--- src/rtl/input_sequencer.sv ---
// Push-button/switch front end: shared sample tick, per-button sync + debounce + press pulse,
// and the stall/ack sequencer for the processor's input instruction.

module input_sequencer_lane #(
  parameter int STABLE_CNT = 3,
  parameter int CNT_W      = 2
) (
  input  logic clk,
  input  logic rst,
  input  logic tick,
  input  logic raw,
  output logic level,
  output logic pulse
);
  logic [1:0]       sync;
  logic [CNT_W-1:0] cnt;
  logic             s;

  assign s = sync[1];

  // Any tick sample that matches the current level restarts the run.
  always_ff @(posedge clk) begin
    if (rst) begin
      sync  <= '0;
      cnt   <= '0;
      level <= 1'b0;
      pulse <= 1'b0;
    end else begin
      sync  <= {sync[0], raw};
      pulse <= 1'b0;
      if (tick) begin
        if (s == level) begin
          cnt <= '0;
        end else if (cnt == CNT_W'(STABLE_CNT - 1)) begin
          level <= s;
          cnt   <= '0;
          pulse <= s;
        end else begin
          cnt <= cnt + 1'b1;
        end
      end
    end
  end
endmodule

module input_sequencer #(
  parameter int N_BTN      = 4,
  parameter int DATA_W     = 16,
  parameter int TICK_DIV   = 250000,
  parameter int STABLE_CNT = 3
) (
  input  logic              clk,
  input  logic              rst,
  input  logic [N_BTN-1:0]  btn_raw,
  input  logic [DATA_W-1:0] sw,
  input  logic              in_req,
  output logic              stall,
  output logic              in_ack,
  output logic [DATA_W-1:0] in_data,
  output logic [N_BTN-1:0]  btn_level,
  output logic [N_BTN-1:0]  btn_pulse
);
  localparam int TICK_W = (TICK_DIV > 2) ? $clog2(TICK_DIV) : 1;
  localparam int CNT_W  = $clog2(STABLE_CNT + 1);

  typedef enum logic [1:0] {IDLE, WAIT_REL, WAIT_PRESS, DONE} state_t;

  logic [TICK_W-1:0] tick_cnt;
  logic              tick;
  state_t            state, state_nxt;
  logic              capture;

  assign tick = (tick_cnt == TICK_W'(TICK_DIV - 1));

  always_ff @(posedge clk) begin
    if (rst || tick) tick_cnt <= '0;
    else             tick_cnt <= tick_cnt + 1'b1;
  end

  input_sequencer_lane #(.STABLE_CNT(STABLE_CNT), .CNT_W(CNT_W)) u_lane [N_BTN-1:0] (
    .clk   (clk),
    .rst   (rst),
    .tick  (tick),
    .raw   (btn_raw),
    .level (btn_level),
    .pulse (btn_pulse)
  );

  // A button already held at request time must be released before it can confirm.
  always_comb begin
    state_nxt = state;
    capture   = 1'b0;
    case (state)
      IDLE:       if (in_req) state_nxt = btn_level[0] ? WAIT_REL : WAIT_PRESS;
      WAIT_REL: begin
        if (!in_req)           state_nxt = IDLE;
        else if (!btn_level[0]) state_nxt = WAIT_PRESS;
      end
      WAIT_PRESS: begin
        if (btn_pulse[0]) begin
          capture   = 1'b1;
          state_nxt = DONE;
        end else if (!in_req) begin
          state_nxt = IDLE;
        end
      end
      DONE:       if (!in_req) state_nxt = IDLE;
      default:    state_nxt = IDLE;
    endcase
  end

  always_ff @(posedge clk) begin
    if (rst) state <= IDLE;
    else     state <= state_nxt;
  end

  always_ff @(posedge clk) begin
    if (rst) begin
      in_ack  <= 1'b0;
      in_data <= '0;
    end else begin
      in_ack <= capture;
      if (capture) in_data <= sw;
    end
  end

  assign stall = in_req & (state != DONE);
endmodule

--- config.mk ---
export PLATFORM = sky130hd
export DESIGN_NAME = input_sequencer
export DESIGN_NICKNAME = d
export VERILOG_FILES = /design/src/rtl/input_sequencer.sv
export SDC_FILE = /design/constraint.sdc
export NUM_CORES = 1
export LEC_CHECK = 0
export CORE_MARGIN = 1.5
export CORE_UTILIZATION = 50
export CTS_CLUSTER_SIZE = 28
export DETAILED_ROUTE_END_ITERATION = 7
export GPL_ROUTABILITY_DRIVEN = 0
export HOLD_SLACK_MARGIN = 0.08
export PLACE_DENSITY = 0.77
export SLEW_MARGIN = 10
export SYNTH_ARGS = -nofsm -noshare
export SYNTH_HDL_FRONTEND = slang
export SYNTH_SLANG_ARGS = --single-unit
--- constraint.sdc ---
create_clock -name clk -period 3 [get_ports clk]
set_clock_uncertainty 0.05 [all_clocks]
set_input_delay 0.75 -clock clk [delete_from_list [all_inputs] [get_ports clk]]
set_output_delay 0.75 -clock clk [all_outputs]
set_load 0.03 [all_outputs]
# Word-level counts from Yosys, hierarchy flattened
# Index checks and enable logic that the tools add are counted.
[totals] ff_bits=61 out_inout_bits=26
[classes] add_sub_neg=5 eq_ne=15 n_mux=17 n_bitwise=10 reduce_logical=11
[ops] operator="$mux W2" n=14
[ops] operator="$add A18 B1 Y18 const B" n=1
[ops] operator="$eq A18 B18 Y1 const B" n=1
[ops] operator="$reduce_or A4 Y1" n=4
[ops] operator="$eq A2 B2 Y1 const B" n=6
[ops] operator="$reduce_and A3 Y1" n=4
[ops] operator="$not A1 Y1" n=9
[ops] operator="$add A2 B1 Y2 const B" n=4
[ops] operator="$pmux W2 S4" n=1
[ops] operator="$eq A1 B1 Y1" n=4
[ops] operator="$ne A2 B2 Y1 const B" n=2
[ops] operator="$ne A3 B3 Y1 const B" n=1
[ops] operator="$eq A2 B1 Y1 const B" n=1
[ops] operator="$logic_not A2 Y1" n=1
[ops] operator="$mux W1" n=2
[ops] operator="$reduce_and A2 Y1" n=1
[ops] operator="$and A1 B1 Y1" n=1
[ops] operator="$logic_or A1 B1 Y1" n=1

# Depth between registers and ports, before layout
[depth] depth_word=3 depth_mapped=7

# Modules after synthesis
# A second synthesis with hierarchy kept.
[hier_totals] hier_cells=256 hier_area_um2=2382.3
[by_module_without_submodules] mod="input_sequencer" n_inst=1 cells_per_inst=176 area_per_inst_um2=1481.4
[by_module_without_submodules] mod="input_sequencer_lane" n_inst=4 cells_per_inst=20 area_per_inst_um2=225.2

# Worst setup path before layout
# Ideal clock, no wire load.
[synth_path] path_type="input port to output port" start="input in_req" end="output stall" t_arrival_ps=1469 path_slack_ps=731 path_stages=1 n_path_buf=0 cell_sequence="a21boi_0"
[synth_between] elab_chain_cells=1
[synth_lines] item="start, declared" line_no="56" source="input logic in_req,"
[synth_lines] item="$and A1 B1 Y1" line_no="127" source="assign stall = in_req & (state != DONE);"
[synth_lines] item="end, declared" line_no="57" source="output logic stall,"
# No other way between the ends.

# Final worst setup path
# Same ends and word-level chain as after synthesis.

==> summary.md <==
| Metric | Value |
|---|---|
| R2R cell count | `5` |
| Worst Hold End | `u_lane[0].sync[1]$_SDFF_PP0_` |
| Setup WS pre-CTS | `0.124 ns` |
| Status | `finished, final reports clean` |
| Die width | `74.9 µm` |
| F_max | `347 MHz` |
| WS Path Type | `primary input to output pin` |
| Grt ovf | `0` |
| Post-Syn Area | `0.00258 mm²` |
| Overall Power | `1.59 mW` |
| RSZ-0062 raised after global routing | `no` |
| Final setup violation count | `0` |
| Static leakage power | `1.04 nW` |
| Seq cells post-synth | `61` |
| Worst reg2reg setup slack | `0.97 ns` |
| Sequential fraction of design power | `52.1%` |
| Clock power share | `44.1%` |
| Asr flop ratio synth | `0%` |
| Critical Path Source Type | `primary input` |
| Clk slew on worst S/H paths | `0.07 ns` |
| Fin crit share | `96.0%` |
| Worst Path Arrival | `2.08 ns` |
| Post-synth EDFFs | `0` |
| Top_reg_cell synth | `dfxtp_1` |
| DR vias/cell | `5.18` |
| Resized Gates After CTS | `0` |
| Crit Reg-Reg Endpoint | `tick_cnt[1]$_SDFF_PP0_` |
| Comb power frac | `3.8%` |
| Post-Route WL | `4.94 mm` |
| Post-route antenna net violation count | `0` |
| Hold WC Path Type | `flip-flop to flip-flop` |
| Worst Path Max Fanout | `2` |
| Number of buffers and inverters on the critical path | `2` |
| Int Pwr | `1.26 mW` |
| Root Buffer | `clkbuf_8` |
| Setup crit end kind | `output pin` |
| DR pass1 iterations | `4` |
| Filler Cells Inserted | `420` |
| Setup WS post-layout | `0.120 ns` |
| Vias in the first global route | `1860` |
| Full die area | `0.00560 mm²` |
| # Post-CTS Setup Buffers | `0` |
| Worst VDD drop | `435 µV` |
| FF/Latch Area | `0.00122 mm²` |
| # DRC | `0` |
| Sw frac | `20.7%` |
| YS warnings | `0` |
| DR vias | `2083` |
| Multi-input gate area | `0.00116 mm²` |
| Hold slack | `0.386 ns` |
| Row cnt | `25` |
| Later-pin clock latency in the skew report | `0.32 ns` |
| Diode count | `0` |
| First-pass GRT wire length | `8.23 mm` |
| Initial antenna violation count | `0` |
| Worst slew pin tran | `0.571 ns` |
| Clk sink count | `61` |
| Netlist cell types | `38` |
| Hold_sp | `u_lane[0].sync[0]$_SDFF_PP0_` |
| Largest net degree at the start of global routing | `45` |
| Slew Viols, Final | `0` |
| DP Wirelength | `3.38 mm` |
| Psw | `0.329 mW` |
| DRT iter0 DRCs | `198` |
| Syn nets | `315` |
| Critical Path Stages | `3` |
| Cts bufs inserted | `9` |
| Sequential-to-total area share from yosys stat | `47.3%` |
| H-tree Lvls | `3` |
| Hold depth | `1` |
| Nets | `354` |
| Slowest cell on crit path | `clkdlybuf4s50_1` |
| WL/cell | `12.3 µm` |
| WP data required | `2.20 ns` |
| Area Growth Syn to Fin | `22.9%` |
| Worst slew margin | `61.9%` |
| CP cell instances | `clkdlybuf4s50_1 > a21boi_0 > clkdlybuf4s50_1` |
| Die extent in y | `74.9 µm` |
| Tmin final | `2.88 ns` |
| RR Startpoint | `tick_cnt[0]$_SDFF_PP0_` |
| CTS tree | `done` |
| CTS Buffer Depth | `2` |
| Crit path max-delay family | `buffers and inverters` |
| Io pins | `49` |
| Synth Instances | `291` |
| Layout cell share with drive strength beyond 1 | `8.06%` |
| PortBufs | `48` |
| Maxcap violations | `0` |
| Hold Vio Cnt, Final | `0` |
| Core Region | `0.00485 mm²` |
| Max stage delay on crit path | `0.69 ns` |
| Mean Syn Cell Area | `8.87 µm²` |
| Pwr/cell area | `500 mW/mm²` |
| Tot GR Track Use | `19.1%` |
| CTS Hold Buffers Added | `0` |
| Most frequent CP cell | `clkdlybuf4s50_1` |
| Initial core utilization | `53.3%` |
| Setup TNS | `0 ns` |
## routing by layer
metal / vias up / wire length [µm] / GRT usage (%)
met5: - / 0 / 0
met4: 0 / 61 / 8.69
met3: 6 / 276 / 3.88
met2: 57 / 2310 / 28.3
met1: 957 / 2290 / 26.9
li1: 1063 / - / -
## worst max-delay path by stage
stage | startpoint | end | slack, ns
after floorplan | in_req | stall | 0.73
after global placement | in_req | stall | 0.12
after detailed placement | in_req | stall | 0.12
after CTS | in_req | stall | 0.12
after global routing | in_req | stall | 0.06
final | in_req | stall | 0.12
## kinds of logic (layout without fill, tap and decap cells)
group	count (synthesis)	count (layout)	share of synthesized area, %
compound gates	48	48	10.1
xor+xnor	18	18	6.10
flops	61	61	47.3
fa+ha+maj	1	1	0.484
buf+inv	27	71	7.65
mux	1	1	0.436
simple gates	135	135	27.9
## through the flow
| step | cells | utilization (%) | instance area (µm²) |
|---|---|---|---|
| floorplan | 291 | - | 2580 |
| global placement | 386 | 61.5 | 2980 |
| detailed placement | 386 | 61.5 | 2980 |
| CTS | 402 | 65.5 | 3170 |
| global route | 402 | 65.5 | 3170 |
| finish | 402 | 65.5 | 3170 |
## cell usage in the layout (no fill, tap or decap), types with 2 or more instances in the layout
cell,netlist,layout
a21oi_1,31,31
buf_4,9,2
clkbuf_8,0,10
and3_1,4,4
nor2_1,25,25
o21ai_0,13,13
nor4_1,3,3
and2_1,2,2
nand4b_1,3,3
clkinv_2,0,4
dfxtp_1,61,61
nor3_1,10,10
xor2_1,2,2
nor4_2,2,2
xnor2_1,16,16
clkdlybuf4s50_1,0,48
nand3_1,12,12
nand2_1,39,39
nand3b_1,4,4
nor2b_1,13,13
inv_1,5,5
nand4_1,10,10
nand3_2,2,2
## worst register-to-register path, cell delays in order (launching register included)
cell and delay [ns]:
dfxtp_1 0.37, ha_1 0.21, and3_1 0.30, and3_1 0.49, nand2_1 0.26, and3_1 0.25
## state kept, by name (all words and copies together), names as in the netlist
| register | count |
|---|---|
| u_lane.level | 4 |
| tick_cnt | 18 |
| in_ack | 1 |
| state | 2 |
| u_lane.cnt | 8 |
| u_lane.pulse | 4 |
| u_lane.sync | 8 |
| in_data | 16 |
## cell type report
cell class	instances	area share, %
inverter	5	0.591
tap	67	2.64
timing repair buffer	50	15.6
clock inverter	5	1.58
sequential	61	38.5
clock buffer	11	4.45
multi-input combinational	203	36.7
## synth_stat cells (all sizes together), types with 2 or more instances
cell    count  area (µm²)
a21oi      31         155
and2        3        21.3
and3        4        25.0
buf        14         115
clkbuf      6        22.5
dfxtp      61        1220
inv         5        18.8
nand2      39         146
nand3      14        80.1
nand3b      4        30.0
nand4      11        75.1
nand4b      3        26.3
nor2       25        93.8
nor2b      13        81.3
nor3       10        50.1
nor4        5        43.8
o21ai      14        81.3
xnor2      16         140
xor2        2        17.5
## power groups by stage
| stage | combinational [mW] | clock [mW] | sequential [mW] |
|---|---|---|---|
| after floorplan | 0.0281 | 0 | 0.843 |
| after global placement | 0.0608 | 0 | 0.844 |
| after detailed placement | 0.0612 | 0 | 0.844 |
| after CTS | 0.0617 | 0.712 | 0.826 |
| after global routing | 0.0676 | 0.745 | 0.826 |
| final | 0.0608 | 0.699 | 0.826 |
No activity file was read; power rests on OpenSTA's default activity.
